`config.mk`:
```
export PLATFORM = sky130hd
export DESIGN_NAME = seg7_scan_driver
export DESIGN_NICKNAME = d
export VERILOG_FILES = /design/src/rtl/seg7_pkg.sv /design/src/rtl/seg7_hex_decode.sv /design/src/rtl/seg7_scan_driver.sv
export SDC_FILE = /design/constraint.sdc
export NUM_CORES = 1
export LEC_CHECK = 0
export ABC_AREA = 1
export CORE_MARGIN = 1
export CORE_UTILIZATION = 59
export CTS_BUF_LIST = sky130_fd_sc_hd__clkbuf_2
export CTS_CLUSTER_DIAMETER = 60
export DETAILED_ROUTE_END_ITERATION = 12
export PLACE_DENSITY = 0.9
export SETUP_SLACK_MARGIN = 0.5
export SLEW_MARGIN = 10
export SYNTH_ARGS = -nofsm -noshare
export SYNTH_HDL_FRONTEND = slang
export SYNTH_SLANG_ARGS = --single-unit
```
`constraint.sdc`:
```
create_clock -name clk -period 2.85 [get_ports clk]
set_input_delay 0.285 -clock clk [delete_from_list [all_inputs] [get_ports clk]]
set_output_delay 0.285 -clock clk [all_outputs]
set_load 0.01 [all_outputs]
```
`src/rtl/seg7_pkg.sv`:
```
// Shared definitions for the seven-segment display path: blanking constants,
// scan FSM states, the display buffer record and the hex-to-segment decode.
package seg7_pkg;

  localparam logic [6:0] SEG_OFF = 7'h7F;
  localparam logic [3:0] AN_OFF  = 4'hF;

  typedef enum logic {
    BLANK = 1'b0,
    DRIVE = 1'b1
  } scan_state_e;

  typedef struct packed {
    logic [15:0] data;
    logic [3:0]  dp;
    logic [3:0]  blank;
  } disp_buf_t;

  // Cleared buffer: zero data, no decimal points, every digit dark.
  localparam disp_buf_t BUF_RESET = '{data: 16'h0000, dp: 4'h0, blank: 4'hF};

  // Active-low {g,f,e,d,c,b,a} pattern for one hex nibble.
  function automatic logic [6:0] hex_to_seg(input logic [3:0] nibble);
    logic [6:0] pattern;
    case (nibble)
      4'h0: pattern = 7'h40;
      4'h1: pattern = 7'h79;
      4'h2: pattern = 7'h24;
      4'h3: pattern = 7'h30;
      4'h4: pattern = 7'h19;
      4'h5: pattern = 7'h12;
      4'h6: pattern = 7'h02;
      4'h7: pattern = 7'h78;
      4'h8: pattern = 7'h00;
      4'h9: pattern = 7'h10;
      4'hA: pattern = 7'h08;
      4'hB: pattern = 7'h03;
      4'hC: pattern = 7'h46;
      4'hD: pattern = 7'h21;
      4'hE: pattern = 7'h06;
      default: pattern = 7'h0E;
    endcase
    return pattern;
  endfunction

endpackage

```
`src/rtl/seg7_hex_decode.sv`:
```
// Combinational nibble to active-low segment decoder, shared with the adder top.
module seg7_hex_decode
  import seg7_pkg::*;
(
  input  logic [3:0] nibble_i,
  output logic [6:0] seg_o
);

  assign seg_o = hex_to_seg(nibble_i);

endmodule

```
`src/rtl/seg7_scan_driver.sv`:
```
// Multiplexed 4-digit common-anode display driver with per-slot blanking guard
// and a double-buffered digit store that only swaps at frame boundaries.
module seg7_scan_driver
  import seg7_pkg::*;
#(
  parameter int REFRESH_DIV  = 100000,
  parameter int GUARD_CYCLES = 16
) (
  input  logic        clk,
  input  logic        rst_n,
  input  logic        load,
  input  logic [15:0] digit_data,
  input  logic [3:0]  dp_in,
  input  logic [3:0]  blank_in,
  output logic [6:0]  seg,
  output logic        dp,
  output logic [3:0]  an,
  output logic        pending,
  output logic        frame_done
);

  localparam int CW = $clog2(REFRESH_DIV);
  localparam logic [CW-1:0] CNT_MAX   = CW'(REFRESH_DIV - 1);
  localparam logic [CW-1:0] CNT_GUARD = CW'(GUARD_CYCLES);

  logic [CW-1:0] cnt_q, cnt_d;
  logic [1:0]    idx_q, idx_d;
  scan_state_e   state_q, state_d;
  disp_buf_t     active_q, active_d;
  disp_buf_t     pend_q, pend_d;
  logic          pending_q, pending_d;
  logic          wrap, boundary;

  logic [6:0]    seg_q, seg_d;
  logic          dp_q, dp_d;
  logic [3:0]    an_q, an_d;
  logic          frame_done_q, frame_done_d;

  logic [3:0]    nibble;
  logic [6:0]    dec_seg;

  // Slot counter wraps every REFRESH_DIV cycles and steps the digit index.
  always_comb begin
    wrap     = (cnt_q == CNT_MAX);
    boundary = wrap && (idx_q == 2'd3);
    cnt_d    = wrap ? '0 : cnt_q + CW'(1);
    idx_d    = wrap ? idx_q + 2'd1 : idx_q;
  end

  // Scan position and FSM state registers.
  always_ff @(posedge clk or negedge rst_n) begin
    if (!rst_n) begin
      cnt_q   <= '0;
      idx_q   <= '0;
      state_q <= BLANK;
    end else begin
      cnt_q   <= cnt_d;
      idx_q   <= idx_d;
      state_q <= state_d;
    end
  end

  // Guard period ends when the counter reaches GUARD_CYCLES; every slot wrap re-arms it.
  always_comb begin
    state_d = state_q;
    case (state_q)
      BLANK:   if (cnt_d >= CNT_GUARD) state_d = DRIVE;
      DRIVE:   if (wrap && (CNT_GUARD != '0)) state_d = BLANK;
      default: state_d = BLANK;
    endcase
  end

  // Commit pending data at the frame boundary first, then let a same-cycle load refill it.
  always_comb begin
    active_d  = active_q;
    pend_d    = pend_q;
    pending_d = pending_q;
    if (boundary && pending_q) begin
      active_d  = pend_q;
      pending_d = 1'b0;
    end
    if (load) begin
      pend_d    = '{data: digit_data, dp: dp_in, blank: blank_in};
      pending_d = 1'b1;
    end
  end

  // Active and pending buffers.
  always_ff @(posedge clk or negedge rst_n) begin
    if (!rst_n) begin
      active_q  <= BUF_RESET;
      pend_q    <= BUF_RESET;
      pending_q <= 1'b0;
    end else begin
      active_q  <= active_d;
      pend_q    <= pend_d;
      pending_q <= pending_d;
    end
  end

  assign nibble = 4'(active_d.data >> {idx_d, 2'b00});

  seg7_hex_decode u_decode (
    .nibble_i (nibble),
    .seg_o    (dec_seg)
  );

  // Outputs are computed from next-state so the registered pins line up with the counter.
  always_comb begin
    an_d         = AN_OFF;
    seg_d        = SEG_OFF;
    dp_d         = 1'b1;
    frame_done_d = (cnt_d == CNT_MAX) && (idx_d == 2'd3);
    if (state_d == DRIVE) begin
      an_d = ~(4'b0001 << idx_d);
      if (!active_d.blank[idx_d]) begin
        seg_d = dec_seg;
        dp_d  = ~active_d.dp[idx_d];
      end
    end
  end

  // Registered display pins.
  always_ff @(posedge clk or negedge rst_n) begin
    if (!rst_n) begin
      seg_q        <= SEG_OFF;
      dp_q         <= 1'b1;
      an_q         <= AN_OFF;
      frame_done_q <= 1'b0;
    end else begin
      seg_q        <= seg_d;
      dp_q         <= dp_d;
      an_q         <= an_d;
      frame_done_q <= frame_done_d;
    end
  end

  assign seg        = seg_q;
  assign dp         = dp_q;
  assign an         = an_q;
  assign pending    = pending_q;
  assign frame_done = frame_done_q;

endmodule

```
* Yosys cells after proc, flatten, opt, wreduce, memory -nomap -nowiden
Memories as Yosys holds them, arrays and structs flattened.
Cells that the tools add are included.
** Cells by class
- Add/sub/neg operators :: 2
- Magnitude comparators :: 2
- Mux-type cells :: 17
- Bitwise gates (word level) :: 3
- Reductions and logical operators :: 4
- Shift operators :: 2
- Equality and inequality tests :: 4
** Operator list (count)
- 17-bit equality test, second input constant :: 2
- 24-bit 2-to-1 mux :: 1
- 17-bit by 1-bit adder with 17-bit output, second input constant :: 1
- 17-bit by 5-bit >= comparator with 1-bit output, second input constant :: 1
- 17-bit 2-to-1 mux :: 1
- 16-bit by 4-bit >> shifter with 4-bit output :: 1
- 7-bit 2-to-1 mux :: 2
- 1-bit 2-to-1 mux :: 8
- 1-bit binary-select mux with 2-bit select :: 2
- 2-bit equality test, second input constant :: 2
- 4-bit 2-to-1 mux :: 1
- 4-bit inverter :: 1
- 1-bit by 2-bit << shifter with 4-bit output, first input constant :: 1
- 1-bit logical AND :: 3
- 2-bit by 3-bit less-than comparator with 1-bit output, second input constant :: 1
- 2-bit by 1-bit adder with 2-bit output, second input constant :: 1
- 2-bit 2-to-1 mux :: 1
- 1-bit inverter :: 2
- 1-bit case mux with 2 select lines :: 1
- 2-bit nonzero test :: 1
** Word-level totals
- Bits of input ports :: 27
- Output and inout bits :: 14
- ROM bits :: 112
- Flip-flop bits (word level) :: 82
- Memories :: 1
** Memory list
- (name not given) :: words 16, bits a word 7, read ports 1, clocked after Yosys merged registers in 0, wr ports 0, RTL line seg7_pkg.sv:25 : case (nibble)

* Longest topological paths before layout
Gate-level depths: netlist of run 1.
- Word-level depth :: 9
- Mapped depth :: 20
- Depth with buffers taken out :: 17

* Modules after synthesis
From an unflattened synthesis of run 1, not the netlist that was laid out.
** Unflattened totals
- Cells, all modules :: 532
- Area, all modules :: 4125.2 um^2
** By module, submodules not included
- seg7_scan_driver :: times used 1, sequential area each 2077.0 um^2, cells an instance 483, area an instance 3851.2 um^2
- seg7_hex_decode :: times used 1, sequential area each 0.0 um^2, cells an instance 49, area an instance 274.0 um^2

* Least setup slack after synthesis of run 1
No wires, ideal clock.
- Path type :: register -> register
- From :: register cnt_q[0]
- To :: register seg_q[0], in the netlist seg[0]
- Arrival :: 2.316 ns
- Stages on the path, launching flop included :: 20
- Path slack :: 0.451 ns
- Period minus slack after synthesis :: 2.399 ns
- Path through :: dfrtp_1 ha_1 nand2_1 nor2_2 nand3_2 nor2_4 nand3_4 buf_6 buf_6 nand2_1 o21ai_2 nand2_1 nand2_1 nor2_4 inv_2 ha_1 inv_1 nand2_1 nand3_1 nand3_1
** RTL lines
- start, declared :: RTL line seg7_scan_driver.sv:26 : logic [CW-1:0] cnt_q, cnt_d;
- start signal, assigned :: RTL line seg7_scan_driver.sv:57 : cnt_q <= cnt_d;
- end signal, assigned :: RTL line seg7_scan_driver.sv:131 : seg_q <= seg_d;
- end, declared :: RTL line seg7_scan_driver.sv:34 : logic [6:0] seg_q, seg_d;

==> results of run 1 <==
[area by class of cell]
class	instances	area, um2
fillers	397	1423
inverters	60	232.7
well taps	96	120.1
clock buffers	11	55.05
multi-input cells	368	2077
repair buffers	73	747.0
flip-flops and latches	82	2086
clock inverters	5	53.80
[per-stage QoR]
step / power (mW) / area (um2) / util
2_1_floorplan: 1.266 / 4189 / -
3_3_place_gp: 1.330 / 4626 / 0.6808
3_5_place_dp: 1.335 / 4626 / 0.6808
4_1_cts: 1.924 / 5056 / 0.7442
5_1_grt: 2.012 / 5371 / 0.7906
6_report: 1.939 / 5371 / 0.7906
[worst min-delay path by stage]
stage / start / end / slack [ns] / cells past startpoint
4_1_cts: blank_in[1] / pend_q[1] / 0.21 / 3
3_5_place_dp: active_q[23] / active_q[23] / 0.46 / 2
6_report: blank_in[1] / pend_q[1] / 0.21 / 3
3_3_place_gp: active_q[8] / active_q[8] / 0.46 / 2
2_1_floorplan: rst_n / active_q[10] / -0.01 / 0
5_1_grt: blank_in[1] / pend_q[1] / 0.18 / 3
[power groups by stage]
stage / registers [mW] / clock network (mW) / logic (mW)
3_5_place_dp: 1.23 / 0 / 0.102
6_report: 1.22 / 0.614 / 0.109
3_3_place_gp: 1.23 / 0 / 0.0986
2_1_floorplan: 1.23 / 0 / 0.0371
4_1_cts: 1.21 / 0.606 / 0.105
5_1_grt: 1.22 / 0.669 / 0.124
[logic make-up (layout without fill, tap and decap cells)]
| logic type | after synthesis | count (layout) |
|---|---|---|
| flip-flops | 82 | 82 |
| buffers and inverters | 75 | 149 |
| AND/OR/NAND/NOR | 314 | 317 |
| AO/OA/AOI/OAI | 37 | 37 |
| XOR/XNOR | 6 | 6 |
| adder cells (fa/ha/maj) | 8 | 8 |
[layer usage]
layer	wire (um)	up-vias	part of all wire
met3	674	64	0.058
met5	0	-	0
met1	4341	1853	0.37
met2	6045	215	0.52
li1	-	1802	-
met4	584	0	0.050
[registers in the layout (all words and copies together) (netlist names)]
name	flops
cnt_q	17
an	4
active_q	24
state_q	1
frame_done	1
idx_q	2
dp	1
pend_q	24
pending	1
seg	7
[worst max-delay path, delay by kind of cell (launching register included)]
family,cells,cell delay [ns]
buffers and inverters,4,0.50
AOI/OAI and AO/OA,2,0.37
and+or+nand+nor,10,0.96
adders and majority gates,1,0.20
DFF,1,0.50
[cell usage after synthesis]
cell type / n / share of area
clkbuf_1: 7 / 0.0063
clkinv_1: 1 / 0.00090
nor2_8: 1 / 0.0048
o21bai_1: 1 / 0.0018
buf_6: 6 / 0.016
nand4_1: 13 / 0.020
nor2_2: 2 / 0.0030
nor2_4: 8 / 0.022
nor2_1: 37 / 0.033
xor2_1: 6 / 0.013
o21ai_2: 3 / 0.0063
inv_1: 52 / 0.047
dfrtp_1: 62 / 0.37
nand3_4: 1 / 0.0042
nor4_1: 3 / 0.0045
nand4_2: 1 / 0.0030
inv_2: 7 / 0.0063
o211ai_1: 1 / 0.0018
nor3_1: 2 / 0.0024
dfstp_2: 20 / 0.13
o21ai_0: 23 / 0.028
nand2_1: 198 / 0.18
nand2_2: 8 / 0.012
nand3_2: 2 / 0.0048
nand3_1: 37 / 0.044
and3_1: 1 / 0.0015
o21ai_1: 4 / 0.0048
buf_2: 2 / 0.0024
ha_1: 8 / 0.024
a21oi_1: 5 / 0.0060
[placed cells by master (no fill, tap or decap), drive strengths merged, types with 2 or more instances in the layout]
| cell | n |
|---|---|
| nor3 | 2 |
| xor2 | 6 |
| nor4 | 3 |
| a21oi | 5 |
| o21ai | 30 |
| dfstp | 20 |
| buf | 32 |
| ha | 8 |
| clkinv | 3 |
| nand3 | 43 |
| nor2 | 48 |
| dfrtp | 62 |
| clkbuf | 12 |
| inv | 60 |
| nand4 | 14 |
| nand2 | 206 |
| clkdlybuf4s50 | 39 |
[what timing repair did]
action / in CTS / in global routing
hold buffers: 1 / 0
pin swaps: 16 / 22
buffers inserted: 13 / 14
endpoints found under the hold margin: 62 / 0
gates resized for setup: 35 / 50
cloned: 4 / 1
setup endpoints to repair: 8 / 9
==> metrics.txt, run 1 <==
Total Neg Setup Slack 0 ns; maximum clock frequency 389.4 MHz; share of layout cells above drive strength 1 0.2604; Post-Synth Simple-Gate Area 0.3375; DRT Wirelength 11.65 mm; GPL Wtd Cong approximately 0.98; Netlist Area Pre-Place 4166 um2; outcome finished, final reports clean; DP HPWL 6.284 mm; Max Root-Sink Buffers 2; max-capacitance violation count 0; Syn. warnings 0; DR iter-0 viols 338; CTS tree yes; P_leak 2.648 nW; peak supply drop 431.2 uV; unrepaired setup endpoints after global routing true; Worst Setup SP cnt_q[11]; depth of the CTS H-tree 3; Synth Area in XOR/XNOR 0.01261; Top Usage Layer GRT met2; Starting Density 0.6133; net switching power 0.4854 mW; Crit path arrival time between 3 and 4 ns; Inst Count DP around 650; Final Hold Vio Count 0; Clock Power Share 0.317; Worst-Skew Late Latency between 0.5 and 0.6 ns; r2r startpoint cnt_q[11]; cell chain of the critical path inv_2 > nand2_1 > nor2_1 > nand3_2 > nor2_4 > buf_12 > nand3_4 > o21ai_2 > nand2_1 > nand2_2 > nor2_4 > buf_12 > ha_1 > inv_1 > nor2_1 > a21oi_1 > nand2_1; Horiz. Die Dim 86.04 um; Worst Skew 0.04511 ns; shortest period the worst path allows 2.568 ns; Worst slew margin 0.3364; worst setup margin around 0.28 ns; Internal 1.454 mW; post-synthesis cell type count 30; met1 GRT Util 0.3516; drt drc 0; R2R Setup Slk 0.28 ns; Comb pwr share 0.056; pre-CTS setup slack 0.2871 ns; Syn Area/Cell 7.982 um2; final net count roughly 630; Worst setup endpoint seg[6]; Worst Path Max Fanout 7; crit share post-route 0.9011; PortBufs 40; Pre-Repair DR Iteration Count 6; Syn Inst Count 522; Die Height 86.04 um; Ports 41; Crit. End Element register; Crit path largest cell delay 0.50 ns; Non-Filler Instances 695; CP Launch Type register; Hold Crit Class input port to register; # diodes 0; Adder-Cell Fraction of Synth Area 0.02402; Wirelength per Cell between 15 and 20 um; antenna-violating nets left 0; FF-to-FF path depth 17; main combinational cell family by area after synthesis simple AND/OR/NAND/NOR gates; Worst-Margin Slew between 0.9 and 1 ns; via count about 4000; GRT Util Overall 0.2941; met2 Track Usage GR 0.5065; Yosys reg bits 82; # rows 30; GRT met3 Usage 0.04716; slowest stage cell, crit path dfrtp_2; die area 7402 um2; sequential area share after synthesis 0.4985; critical path data required time 3.32 ns; core area around 6800 um2; CTS buffer count 9; area delta synth->final 28.92%; most frequent cell on the critical path nand2_1; CTS clk-pin slew, worst paths 0.25 ns; R2R Path End seg[6]; critical path class register to register; first-pass GRT wire length 16.65 mm; post-synthesis mux area share 0; PwrDens 361.1 nW/um2; Synth Area in Compound Gates 0.04835; Post-Syn Nets 557; initial antenna violation count 0; largest net degree at the start of global routing 83; vias in the first global route approximately 3500; total global routing overflow 0; Finish-stage setup viols 0; sequential share of power 0.627; worst hold slack a little over 0.2 ns; Slew Viols, Final 0; vias per std cell 5.660; Num Clock Sinks 82; CTS Root Cell clkbuf_2; switching portion of total power 0.2503
Note: power is estimated with default switching activity, not from simulation.
==> run 2, diff against run 1 <==
Settings changed: CORE_MARGIN 1 to 8, SYNTH_HIERARCHICAL from default to 1.
==> run 2 against run 1 <==
- via count increased by 5.4%
- clock skew down 0.011 ns
- non-clock buffer count rose by 22
- first-iteration DRC count is 16% higher
- hold slack gained 0.031 ns
- critical path depth grew 2
- largest cell class unchanged
- largest power group unchanged
- highest routed layer unchanged
==> metrics.txt, run 2 <==
outcome finished, final reports clean; Comb pwr share 0.055 (about the same); post-layout util 0.8140 (+0.02339); R2R Path End seg[1]; Synth Area in Compound Gates 0.05763 (+0.009280); post-synthesis cell type count 24 (-20%); worst hold slack 0.2362 ns (+0.03096 ns); FF-to-FF path depth 19 (+2); area delta synth->final 34.06%; fraction of registers with async set/reset 1.000 (unchanged); Multi-input gate area 1938 um2 (-6.7%); DR iter-0 viols 392 (+16%); commonest cells after routing, fill and taps aside nand2_1 (154), inv_1 (82), dfrtp_1 (62); Non-Filler Instances 727 (+4.6%); GRT Util Overall 0.2289 (-0.06520); net switching power 0.5195 mW (+7.0%); # diodes 0 (unchanged); P_leak 2.852 nW (+7.7%); Syn Inst Count 532 (+1.9%); worst setup margin 0.0006100 ns (-0.2814 ns); sequential area share after synthesis 0.5035 (+0.004990); Pre-Repair DR Iteration Count 8 (+2); Synth Area in XOR/XNOR 0 (-0.01261); CTS Root Cell clkbuf_2; commonest non-fill, non-tap cell in the layout nand2_1; Finish-stage setup viols 0 (unchanged); Adder-Cell Fraction of Synth Area 0.02730 (+0.003274); Main synth FF type dfrtp_1; Internal 1.544 mW (+6.2%); crit share post-route 0.9998 (+0.09873); # rows 30 (unchanged); peak supply drop 397.6 uV (-7.8%); Yosys reg bits 82 (unchanged); r2r startpoint cnt_q[0]; most frequent cell after synthesis nand2_1; FF+latch area 2077 um2 (-0.42%); Die Height 99.62 um (+16%); Total Neg Setup Slack 0 ns (unchanged); HP Start blank_in[3]; Worst slew margin 0.3385 (+0.002149); number of flops mapped to enable cells by yosys 0 (unchanged); Syn Area/Cell 7.754 um2 (-2.9%); vias in the first global route 3836 (+8.3%); Crit path arrival time 3.36 ns (+0.32 ns); via count 4148 (+5.4%); Starting Density 0.6072 (-0.006077); total global routing overflow 0 (unchanged); Final Hold Vio Count 0 (unchanged); sequential share of power 0.588 (-0.039); largest net degree at the start of global routing 83 (unchanged); Num Clock Sinks 82 (unchanged); placed inst area 4684 um2 (+1.3%); top flop regs active_q (24), pend_q (24), cnt_q (17); Worst Skew 0.03454 ns (-0.01057 ns); pre-CTS setup slack 0.08693 ns (-0.2002 ns); Hold Crit Class input port to register; Slew Viols, Final 0 (unchanged); GPL Wtd Cong 0.9532 (-3.1%); R2R Setup Slk 0.0006 ns (-0.28 ns); Netlist Area Pre-Place 4125 um2 (-0.99%); DP HPWL 6.543 mm (+4.1%); CTS tree yes; die area 9923 um2 (+34%); critical path data required time 3.36 ns (+0.04 ns); initial antenna violation count 0 (unchanged); Hold Crit Endpoint pend_q[3]; unrepaired setup endpoints after global routing true; final net count 662 (+5.2%); Clock Power Share 0.356 (+0.039); drt drc 0 (unchanged); PortBufs 40 (unchanged); Worst-Skew Late Latency 0.55 ns (about the same); depth of the CTS H-tree 3 (unchanged); design area 5530 um2 (+3.0%); post-synthesis mux area share 0 (unchanged); overall power 2.063 mW (+6.4%); Syn. warnings 6 (+6); CTS buffer count 9 (unchanged); CTS clk-pin slew, worst paths 0.25 ns (about the same); Crit. End Element register; PwrDens 373.1 nW/um2 (+3.3%); critical path class register to register; share of layout cells above drive strength 1 0.2726 (+0.01215); Inst Count DP 668 (+3.4%); Hold Path Stages 3 (unchanged); first-pass GRT wire length 18.00 mm (+8.1%); DRT Wirelength 12.90 mm (+11%); Post-Syn Nets 568 (+2.0%); Max Root-Sink Buffers 2 (unchanged); max-capacitance violation count 0 (unchanged); area share of the largest cell type after synthesis 0.3761 (+0.003727); CP Launch Type register; top cells by area, synth dfrtp_1 (38%), nand2_1 (16%), dfstp_2 (13%); Synth area leader dfrtp_1; Ports 41 (unchanged); Post-synth top cells nand2_1 (180), inv_1 (86), dfrtp_1 (62), nand3_1 (41), nor2_1 (34); main combinational cell family by area after synthesis simple AND/OR/NAND/NOR gates; core area 6794 um2 (unchanged); switching portion of total power 0.2518 (+0.001513); Worst-Margin Slew 0.9922 ns (-0.003224 ns); vias per std cell 5.706 (+0.80%); antenna-violating nets left 0 (unchanged); Worst Path Max Fanout 9 (+2); Post-Synth Simple-Gate Area 0.3024 (-0.03514); maximum clock frequency 351.0 MHz (-9.9%); Horiz. Die Dim 99.62 um (+16%); shortest period the worst path allows 2.849 ns (+0.2814 ns); Fillers 393 (-1.0%); Wirelength per Cell 17.75 um (+5.9%)
-- run 2: cell types whose count changed after synthesis, moves of 3 or more --
cell | before | now
nand4_1 | 13 | 18
nor4_1 | 3 | 0
nor2_4 | 8 | 3
a21oi_1 | 5 | 1
nand3_1 | 37 | 41
nor2_1 | 37 | 34
inv_1 | 52 | 86
buf_4 | 0 | 3
nand2_2 | 8 | 5
nand2_1 | 198 | 180
xor2_1 | 6 | 0
o21ai_1 | 4 | 18
-- run 2: critical path, cell delays in order, from the launching register on --
cell and delay, ns:
dfrtp_1 0.45, ha_4 0.16, nand2_4 0.05, nor2_4 0.17
nand2_4 0.10, nor2_8 0.19, buf_12 0.13, buf_12 0.10
nand3_4 0.10, buf_4 0.20, nand2_1 0.07, o21ai_1 0.12
nand2_1 0.13, nand4_1 0.21, buf_12 0.21, inv_2 0.11
nand3_2 0.08, nand2_1 0.07, inv_1 0.07, nand3_2 0.10
-- run 2: repair_timing --
item,4_1_cts,5_1_grt
resized for setup,32,47
cloned,3,1
setup endpoints to repair,8,13
endpoints found under the hold margin,62,0
setup buffers,27,11
pin swaps,19,22
hold buffers,1,0
-- run 2: layout make-up --
class                           instances  share of cell area
Timing Repair Buffer                   95              0.1624
Tap cell                               96             0.02172
Inverter                               93             0.06357
Clock inverter                          7             0.01810
Sequential cell                        82              0.3756
Multi-Input combinational cell        345              0.3505
Clock buffer                            9            0.008145
-- run 2: worst max path at each step --
stage / to / from / cells past startpoint
floorplan: seg[3] / cnt_q[0] / 20
global placement: seg[3] / cnt_q[0] / 17
detailed placement: seg[0] / cnt_q[0] / 20
CTS: seg[4] / cnt_q[0] / 18
global route: seg[3] / cnt_q[0] / 19
finish: seg[1] / cnt_q[0] / 19
-- run 2: cells by family after synthesis --
kind of cell / after synthesis
AOI/OAI and AO/OA: 46
buffers and inverters: 108
adders and majority gates: 9
DFF: 82
and+or+nand+nor: 287
-- run 2: power by group through the flow --
stage | Clock [mW] | Sequential [mW] | Combinational [mW]
2_1_floorplan | 0 | 1.23 | 0.0392
3_3_place_gp | 0 | 1.23 | 0.104
3_5_place_dp | 0 | 1.23 | 0.109
4_1_cts | 0.731 | 1.21 | 0.111
5_1_grt | 0.789 | 1.22 | 0.129
6_report | 0.735 | 1.21 | 0.114
-- run 2: layer usage --
layer  wire length [um]  global-route usage
met1               4675              0.2758
met5                  0                   0
met3               1118             0.04330
met2               6144              0.3781
met4                963              0.1246
==> run 3, diff against run 2 <==
Settings changed: GPL_TIMING_DRIVEN from default to 0.
==> run 3 against run 2 <==
- global-route usage shrank 0.50 points
- sequential share of layout area grew 0.47 points
- largest power group unchanged
- hold slack lost 0.15 ns
- via count shrank 2.2%
- cell count grew 0.41%
- non-clock buffer count grew 6
- wire length shrank 8.2%
- maximum frequency grew 6.0%
==> metrics.txt, run 3 (synthesis results as in run 2) <==
CTS tree yes; commonest cells after routing, fill and taps aside nand2_1 (166), inv_1 (79), dfrtp_1 (58); Crit. End Element register; area delta synth->final 32.73%; cell chain of the critical path ha_4 > nand2_4 > nor2_4 > buf_4 > nand4_1 > nand2_1 > nand2_1 > nand2_1 > inv_2 > buf_4 > nand2_1 > nand4_1 > inv_1 > nand2_1 > nand3_1 > nand2_2 > inv_2 > nand3_2; critical path data required time 3.37 ns (about the same); critical path class register to register; total global routing overflow 0 (unchanged); Starting Density 0.6072 (unchanged); first-pass GRT wire length 17.86 mm (-0.77%); shortest period the worst path allows 2.688 ns (-0.1616 ns); antenna-violating nets left 0 (unchanged); Horiz. Die Dim 99.62 um (unchanged); Crit path arrival time 3.21 ns (-0.15 ns); post-layout util 0.8059 (-0.008103); CP bufs+invs 5 (-1); crit share post-route 0.9431 (-0.05670); top flop regs active_q (24), pend_q (24), cnt_q (17); Fillers 383 (-2.5%); # diodes 0 (unchanged); CTS Root Cell clkbuf_2; CTS clk-pin slew, worst paths 0.24 ns (about the same); drt drc 0 (unchanged); Ports 41 (unchanged); unrepaired setup endpoints after global routing true; via count 4057 (-2.2%); Worst slew margin 0.6564 (+0.3178); core area 6794 um2 (unchanged); overall power 2.078 mW (+0.71%); Worst-Margin Slew 0.5155 ns (-0.4767 ns); CTS buffer count 9 (unchanged); Clock Power Share 0.360 (+0.004); share of layout cells above drive strength 1 0.2555 (-0.01706); PwrDens 379.5 nW/um2 (+1.7%); Num Clock Sinks 82 (unchanged); Comb pwr share 0.056 (about the same); Wirelength per Cell 16.22 um (-8.6%); DR iter-0 viols 375 (-4.3%); most frequent cell on the critical path nand2_1; commonest non-fill, non-tap cell in the layout nand2_1; DP HPWL 6.726 mm (+2.8%); P_leak 2.866 nW (+0.51%); PortBufs 39 (-2.5%); # rows 30 (unchanged); sequential share of power 0.583 (-0.005); switching portion of total power 0.2555 (+0.003683); DRT Wirelength 11.84 mm (-8.2%); vias per std cell 5.558 (-2.6%); largest net degree at the start of global routing 43 (-48%); Total Neg Setup Slack 0 ns (unchanged); Pre-Repair DR Iteration Count 5 (-3); GPL Wtd Cong 0.9178 (-3.7%); slowest stage cell, crit path dfrtp_1; Worst-Skew Late Latency 0.57 ns (+0.02 ns); final net count 665 (+0.45%); Crit path largest cell delay 0.46 ns (about the same); die area 9923 um2 (unchanged); peak supply drop 510.3 uV (+28%); depth of the CTS H-tree 3 (unchanged); Finish-stage setup viols 0 (unchanged); FF+latch area 2082 um2 (+0.24%); net switching power 0.5308 mW (+2.2%); Max Root-Sink Buffers 2 (unchanged); maximum clock frequency 372.1 MHz (+6.0%); Multi-input gate area 1849 um2 (-4.6%); Die Height 99.62 um (unchanged); initial antenna violation count 0 (unchanged); vias in the first global route 3875 (+1.0%); max-capacitance violation count 0 (unchanged); worst hold slack 0.08549 ns (-0.1508 ns); Final Hold Vio Count 0 (unchanged); Worst Path Max Fanout 5 (-4); Non-Filler Instances 730 (+0.41%); Inst Count DP 668 (unchanged); Largest delay share family, worst path simple AND/OR/NAND/NOR gates; CP Launch Type register; Slew Viols, Final 0 (unchanged); Internal 1.547 mW (+0.21%); GRT Util Overall 0.2239 (-0.004980); Hold Crit Class input port to register; Worst Skew 0.03678 ns (+0.002238 ns); outcome finished, final reports clean
## run 3: cell types whose count changed in the layout (fill, tap and decap cells not counted), moves of 4 or more
| cell | delta |
|---|---|
| clkbuf_1 | +5 |
| dfrtp_1 | -4 |
| dfrtp_2 | +4 |
| nand2_2 | -13 |
| nand2_1 | +12 |
## run 3: final timing paths
path | startpoint | to | slack [ns] | cells past startpoint
setup reg to reg | cnt_q[0] | seg[1] | 0.16 | 18
max in group asynchronous | rst_n | seg[1] | 2.01 | 3
min in group asynchronous | rst_n | cnt_q[13] | 0.20 | 2
hold reg to reg | pend_q[1] | pend_q[1] | 0.48 | 2
hold / removal | load | pend_q[5] | 0.09 | 2
setup / recovery | cnt_q[0] | seg[1] | 0.16 | 18
## run 3: final cells by class
cell class              instances  area share
clock inverters                 7     0.01828
plain buffers                  15     0.02308
inverters                      93     0.06513
flip-flops and latches         82      0.3803
clock buffers                   9    0.008227
well taps                      96     0.02194
multi-input cells             342      0.3378
repair buffers                 86      0.1453
## run 3: power by group through the flow
stage | clock (mW) | sequential [mW] | combinational (mW)
6_report | 0.749 | 1.21 | 0.117
5_1_grt | 0.780 | 1.21 | 0.134
4_1_cts | 0.732 | 1.21 | 0.116
3_5_place_dp | 0 | 1.23 | 0.112
3_3_place_gp | 0 | 1.23 | 0.105
2_1_floorplan | 0 | 1.23 | 0.0392
## run 3: through the flow
step / cell area [um2] / setup WS [ns]
floorplan: 4161 / 0.4478
global placement: 4672 / -1.215
detailed placement: 4690 / 0.03838
CTS: 5236 / 0.3793
global route: 5475 / 0.05054
finish: 5475 / 0.1622
## run 3: timing repair
action,in CTS,in global routing
hold endpoints to repair,32,0
gates cloned,1,2
endpoints found under the setup margin,7,10
hold buffers,1,0
buffers inserted,31,11
pin swaps,9,14
gates resized for setup,42,28
## run 3: metal layers
metal  vias up  wire (um)  GRT usage
met5         -          0          0
met4         0        458     0.1094
met3        63       1124    0.06006
met2       299       5844     0.3750
met1      1872       4415     0.2591
li1       1823          -          -
